## config.mk

```make
export PLATFORM = sky130hd
export DESIGN_NAME = dsp_mac_seq
export DESIGN_NICKNAME = d
export VERILOG_FILES = /design/src/rtl/dsp_mac_seq.sv
export SDC_FILE = /design/constraint.sdc
export NUM_CORES = 1
export LEC_CHECK = 0
export ABC_CLOCK_PERIOD_IN_PS = 7500
export CAP_MARGIN = 20
export CORE_MARGIN = 1
export CORE_UTILIZATION = 46
export DETAILED_ROUTE_END_ITERATION = 12
export PLACE_DENSITY = 0.61
export SLEW_MARGIN = 10
export SYNTH_ARGS = -nofsm -noshare
export SYNTH_HDL_FRONTEND = slang
export SYNTH_SLANG_ARGS = --single-unit
```

## constraint.sdc

```tcl
create_clock -name clk -period 7.5 [get_ports clk]
set_input_delay 1.5 -clock clk [delete_from_list [all_inputs] [get_ports clk]]
set_output_delay 1.5 -clock clk [all_outputs]
set_load 0.05 [all_outputs]
```

## src/rtl/dsp_mac_seq.sv

```systemverilog
// dsp_mac_seq -- sequenced signed multiply-accumulate.
//
// A start pulse in IDLE latches the product count (len), clears the
// accumulator and the overflow flag, and opens the operand port. Each accepted
// a/b pair goes through an operand register (_p0) and a product register (_p1)
// and is added into p two ce-cycles after acceptance. After the last pair the
// FSM spends two ce-cycles in DRAIN, so the final product has landed in p by
// the time HOLD presents the result. The consumer takes it with p_ready.
//
// Ports
//   clk, rst       clock, synchronous active-high reset
//   ce             clock enable; 0 freezes every register
//   start, len     begin an accumulation of len products (sampled in IDLE)
//   in_valid/in_ready, a, b   operand handshake, signed N-bit operands
//   p, p_valid, p_ready       PW-bit result and its handshake
//   busy           FSM not in IDLE
//   ovf            sticky signed overflow of the current accumulation
module dsp_mac_seq #(
  parameter int N  = 18,
  parameter int PW = 48,
  parameter int LW = 8
) (
  input  logic          clk,
  input  logic          rst,
  input  logic          ce,
  input  logic          start,
  input  logic [LW-1:0] len,
  input  logic          in_valid,
  output logic          in_ready,
  input  logic [N-1:0]  a,
  input  logic [N-1:0]  b,
  output logic [PW-1:0] p,
  output logic          p_valid,
  input  logic          p_ready,
  output logic          busy,
  output logic          ovf
);

  localparam logic [1:0] S_IDLE  = 2'd0;
  localparam logic [1:0] S_ACC   = 2'd1;
  localparam logic [1:0] S_DRAIN = 2'd2;
  localparam logic [1:0] S_HOLD  = 2'd3;

  logic [1:0]             state;
  logic [LW-1:0]          len_q;
  logic [LW-1:0]          cnt;
  logic                   drn;

  logic signed [N-1:0]    a_p0;
  logic signed [N-1:0]    b_p0;
  logic                   vld_p0;
  logic signed [2*N-1:0]  prod_p1;
  logic                   vld_p1;
  logic signed [PW-1:0]   acc_p2;
  logic                   ovf_q;

  logic                   accept;
  logic signed [PW-1:0]   prod_ext;
  logic signed [PW-1:0]   sum;

  // Signed overflow of x + y: operands agree in sign, the sum does not.
  function automatic logic add_ovf(input logic signed [PW-1:0] x,
                                   input logic signed [PW-1:0] y,
                                   input logic signed [PW-1:0] s);
    return (x[PW-1] == y[PW-1]) && (s[PW-1] != x[PW-1]);
  endfunction

  assign in_ready = !rst && ce && (state == S_ACC) && (cnt < len_q);
  assign accept   = in_valid && in_ready;

  assign prod_ext = PW'(prod_p1);
  assign sum      = acc_p2 + prod_ext;

  assign p        = acc_p2;
  assign p_valid  = (state == S_HOLD);
  assign busy     = (state != S_IDLE);
  assign ovf      = ovf_q;

  always_ff @(posedge clk) begin
    if (rst) begin
      state   <= S_IDLE;
      len_q   <= '0;
      cnt     <= '0;
      drn     <= 1'b0;
      a_p0    <= '0;
      b_p0    <= '0;
      vld_p0  <= 1'b0;
      prod_p1 <= '0;
      vld_p1  <= 1'b0;
      acc_p2  <= '0;
      ovf_q   <= 1'b0;
    end else if (ce) begin
      // Stage p0: operand register
      vld_p0 <= accept;
      if (accept) begin
        a_p0 <= a;
        b_p0 <= b;
      end
      // Stage p1: full-width signed product
      vld_p1 <= vld_p0;
      if (vld_p0) begin
        prod_p1 <= (2*N)'(a_p0) * (2*N)'(b_p0);
      end
      // Stage p2: accumulate, wrapping modulo 2^PW
      if (vld_p1) begin
        acc_p2 <= sum;
        if (add_ovf(acc_p2, prod_ext, sum)) begin
          ovf_q <= 1'b1;
        end
      end

      case (state)
        S_IDLE: begin
          // The pipeline is empty here, so clearing p cannot lose a product.
          if (start) begin
            len_q  <= len;
            cnt    <= '0;
            acc_p2 <= '0;
            ovf_q  <= 1'b0;
            state  <= (len == '0) ? S_HOLD : S_ACC;
          end
        end
        S_ACC: begin
          if (accept) begin
            cnt <= cnt + LW'(1);
            if (cnt == len_q - LW'(1)) begin
              state <= S_DRAIN;
              drn   <= 1'b0;
            end
          end
        end
        S_DRAIN: begin
          // Two cycles: the last pair moves through p1 and into p.
          if (drn) begin
            state <= S_HOLD;
          end else begin
            drn <= 1'b1;
          end
        end
        default: begin
          if (p_ready) begin
            state <= S_IDLE;
          end
        end
      endcase
    end
  end

endmodule

```

* Word-level counts from Yosys, hierarchy flattened
Index checks and enable logic that the tools add are counted. W data, S select, Z words.
Storage, ports and cells: word-level logic and storage cells 64, bits in latches 0, memories kept 0, bits in read-only memories 0, bits in writable memories 0, flip-flop bits (word level) 142, input bits 50
Cells by class: shift-type cells 0, multipliers 1, muxes and demuxes 20, order comparisons 1, div/mod/pow operators 0, add/sub/neg operators 3, bitwise operators 0, reduce and logical (&&, ||, !) cells 18, eq/ne operators 10
Operators by type and width (number):
- $mux W48 | 3
- $add A48 B36 Y48 | 1
- $mul A18 B18 Y36 | 1
- $mux W8 | 2
- $pmux W8 S2 | 1
- $mux W2 | 6
- $add A8 B1 Y8 const B | 1
- $eq A8 B8 Y1 | 1
- $logic_not A8 Y1 | 1
- $lt A8 B8 Y1 | 1
- $reduce_and A4 Y1 | 2
- $sub A8 B1 Y8 const B | 1
- $mux W1 | 6
- $ne A2 B2 Y1 const B | 3
- $pmux W2 S3 | 1
- $reduce_and A6 Y1 | 1
- $reduce_bool A2 Y1 | 3
- $logic_and A1 B1 Y1 | 5
- $eq A2 B2 Y1 const B | 2
- $reduce_and A2 Y1 | 2
- $reduce_bool A4 Y1 | 1
- $reduce_and A3 Y1 | 1
- $eq A2 B1 Y1 const B | 1
- $logic_not A2 Y1 | 1
- 5 further kinds | 5

* Longest topological paths before layout
Gate-level depths: netlist of run 1.
depth in word-level cells 7, mapped depth 25, depth with buffers taken out 23

* Worst setup path before layout of run 1
OpenSTA, ideal clock, no wires.
path type register to register, from register a_p0[17], to register prod_p1[33], slack 1.418 ns, cell stages (with the launch flop) 26, arrival 5.989 ns, setup time 0.093 ns, path buffers 2, path through dfxtp_1 clkbuf_1 clkbuf_1 nand2_1 inv_1 fa_1 inv_1 fa_1 inv_1 ha_1 inv_1 fa_1 inv_1 fa_1 inv_1 fa_1 inv_1 ha_1 a21oi_1 o21bai_1 a21o_1 a21o_1 a41oi_1 o311a_2 a21oi_1 o311ai_2
Between the ends: longest elaborated chain between the ends 1
Ends and longest elaborated chain:
- start: declaration | RTL line 49 | logic signed [N-1:0] a_p0;
- start signal: assignment | RTL line 85 | a_p0 <= '0;
- start signal: assignment | RTL line 96 | a_p0 <= a;
- $mul A18 B18 Y36 | RTL line 102 | prod_p1 <= (2*N)'(a_p0) * (2*N)'(b_p0);
- end signal: assignment | RTL line 102
- end: declaration | RTL line 52 | logic signed [2*N-1:0] prod_p1;
No other way between the ends. A chain may end at the register's enable or synchronous reset.

* Worst setup path after layout of run 1
from register b_p0[3], to register prod_p1[33]
Between the ends: longest elaborated chain between the ends 1
Ends and longest elaborated chain:
- start: declaration | RTL line 50 | logic signed [N-1:0] b_p0;
- start signal: assignment | RTL line 86 | b_p0 <= '0;
- start signal: assignment | RTL line 97 | b_p0 <= b;
- $mul A18 B18 Y36 | RTL line 102
No other way between the ends.

==> results list, run 1 <==
- CTS max path bufs: 2
- Instance count of the mapped netlist: about 2.4k
- Adder-cell share of the synthesized area: 0.410
* Cell Pwr Density: between 70 and 80 mW/mm²
* Number of inserted filler cells in the final layout: approximately 4.2k
* Critical path type: reg2reg
* Share of layout cells above drive strength 1: 0.0419
- Synth Area per Inst: roughly 9 µm²
- The worst path needs 6680 ps of the cycle, external delays included.
* Quantity of gates resized following cts: 0
- Endpoint type of the worst setup path: flop
- Library cell with the largest summed area after synthesis: fa_1
* Overall fraction of global-route tracks in use: 0.242
- The floorplan has 77 rows.
- Max-slew violation count: 0
- In the post-synthesis netlist, the biggest area contributors are fa_1, dfxtp_1, ha_1.
- Dominant synthesized flop cell: dfxtp_1
- For the pin with the worst max-slew slack, the measured transition is between 900 and 1000 ps.
- For this block, the initial DRC count from the detailed router was 937.
- Placed Cells: a little under 3k
* Number of antenna violations at the first check in global routing: 1
- Detailed placement ended at an HPWL of ~43,000 µm.
- Of the total synthesized cell area, the portion taken by XOR and XNOR cells is 0.0311.
- Synthesis produced a netlist with a net count of 2,914.
- Post-synthesis share of cell area spent on and, or, nand and nor gates: 0.165
- Top fanout value on the critical path: 19
- Entering global routing, the biggest net connects 74 pins.
- After synthesis the cells add up to around 0.021 mm².
- Setup repair after global routing left no endpoint under its margin.
- Synthesized-area fraction occupied by ao, oa, aoi and oai cells: 0.136
- Number of storage elements in the synthesis netlist: around 140
- After detailed routing, the total wire length is 54,000 µm.
* TritonCTS clock tree: done
* Worst Path Required: between 7000 and 8000 ps
- Final period util: 0.891
- Hold violation count in the final report: 0
- PortBufs: 101
* Number of buffers inserted by hold repair at cts: 0
* Total non-filler cell area in the finished layout: between 0.02 and 0.025 mm²
- Final cell count without fillers: around 3.0k
* Vias per std cell: roughly 5.4
- The portion of synthesized area spent on multiplexers is 0.0187.
* Post-DRT Antenna Nets: 0
- Diode count: 0
* Data arrival time at the worst-slack endpoint: approximately 7000 ps
- Max-cap violations in this run came to 0.
- Overall die area: 0.0462 mm²
- # DRC: 0
- Between clock sinks in the finished design, the worst skew comes to roughly 22 ps.
- Clock sinks: roughly 140
- Post-CTS setup repair buffer count: 0
- Number of nets in the layout: ~3k
* Static leakage power: between 0.01 and 0.015 µW
* Share of the synthesized area in the top cell type: 0.317
- In this run the standard cell core region covers ~0.045 mm².
- Starting Density: 0.469
- Count of distinct cell types in the synthesized netlist: between 90 and 100
* Min Hold Slack: between 400 and 500 ps
- Main combinational cell family by area after synthesis: adder cells
- Die extent in x: 215 µm
- Highest-count cells in the layout ignoring fill and taps: inv_1, fa_1, nand2_1
* Proportion of register bits with asynchronous set or reset after synthesis: 0
* Yosys warns: 0
* Most frequent standard cell in the layout excluding fill and tap cells: inv_1
- The synthesized design contains 0 enable-type register cells.
- Insertion delay to the later sink of the worst-skew pair: roughly 500 ps
- The tree is rooted in a clkbuf_16.
- Total gr overflow: 0
* Via count: about 16k
* Cell area after placement: 0.0221 mm²
* Wire length of the first global-routing pass: slightly below 90,000 µm
- Max-slew headroom: 0.381
* Setup TNS: 0 ps
- Placer congestion estimate: slightly below 0.9
- Number of global-route vias before repair: ~17k
- Largest vdd supply drop: between 0.1 and 0.15 mV
- Maximum level of the CTS H-tree: 4
* Critical Path Source Type: flop
* Run status: completed
* Clk slew on worst S/H paths: ~80 ps
- Worst Hold Class: reg2reg
- In the final routed layout, each cell accounts on average for 18.0 µm.
- The number of clock buffers added by TritonCTS is 17.
- For this design the top-level I/O count stands at 102.
- Setup violations remaining at the end of the flow were counted as 0.
- Achievable Freq: between 0.1 and 0.15 GHz
- The die is about 210 µm tall.
- Sequential-to-total area share from yosys stat: 0.136
- Growth of design area from synthesis to finish: 8.86%
* Pre-Repair DR Iteration Count: 5
* Post-route core utilization: 0.510
==> per-stage QoR <==
step | power [µW] | worst slack, ps
global route | 1890 | 471
CTS | 1840 | 893
detailed placement | 939 | 925
finish | 1820 | 817
global placement | 936 | 1010
floorplan | 875 | 1420
==> critical path, stage by stage (launching register included) <==
cell      delay (ps)
dfxtp_1          820
nand2_1          270
fa_1             510
fa_1             500
inv_1             60
ha_1             490
inv_1            250
fa_1             530
inv_1             60
fa_1             530
inv_1             50
fa_1             470
inv_1             40
ha_1             330
a21oi_1          290
o21bai_1         100
a21o_1           190
a21o_1           190
a41oi_1          220
o311a_2          300
a21oi_1          100
o311ai_2         260
==> routing by layer <==
| layer | track usage | wire (µm) | vias to the layer above |
|---|---|---|---|
| met2 | 0.415 | 27000 | 311 |
| met1 | 0.313 | 23600 | 8230 |
| met4 | 0.0825 | 1460 | 0 |
| li1 | - | - | 7666 |
| met3 | 0.0345 | 1980 | 80 |
| met5 | 0 | 0 | - |
==> report_power, final <==
part | leakage [µW] | internal [µW] | switching [µW]
registers | 0.00114 | 760 | 18.0
clock network | 0.000286 | 482 | 410
logic | 0.00904 | 57.2 | 88.2
==> cell families after synthesis <==
logic type | count (synthesis)
simple gates | 706
buf+inv | 532
xor+xnor | 74
mux | 39
compound gates | 401
flops | 142
fa+ha+maj | 485
==> flip-flops by register name, summed over array words and instances, names as in the netlist <==
signal	count
prod_p1	36
b_p0	18
a_p0	18
vld_p1	1
vld_p0	1
len_q	8
ovf	1
state	2
drn	1
cnt	8
p	48
==> worst paths after layout <==
kind,slack (ps),start,endpoint,cells after the start
setup / recovery,820,b_p0[3],prod_p1[33],21
hold / removal,460,prod_p1[23],prod_p1[23],2
setup reg to reg,820,b_p0[3],prod_p1[33],21
hold reg to reg,460,prod_p1[23],prod_p1[23],2
==> cell type report <==
cell class / instances / area, µm² / area share
Tap cell: 592 / 741 / 0.0326
Clock inverter: 12 / 126 / 0.00556
Clock buffer: 20 / 457 / 0.0201
Timing Repair Buffer: 115 / 1110 / 0.0489
Sequential cell: 142 / 2840 / 0.125
Inverter: 414 / 1550 / 0.0684
Multi-Input combinational cell: 1705 / 15900 / 0.699
==> synthesized netlist by cell type (all sizes together), types with 24 or more instances <==
cell type  instances
a21o              32
nand2            274
and2             169
ha               155
clkbuf            92
dfxtp            142
o21ai             65
buf               25
inv              414
a21oi            118
xnor2             51
nor3              24
fa               330
nor2             132
mux2i             39
Note: power is estimated with default switching activity, not from simulation.
==> run 2, diff against run 1 <==
Settings changed: CORE_MARGIN 1 to default.
==> results of run 2 <==
Same layout as run 1: the final DEF is identical, and so are final timing and power.
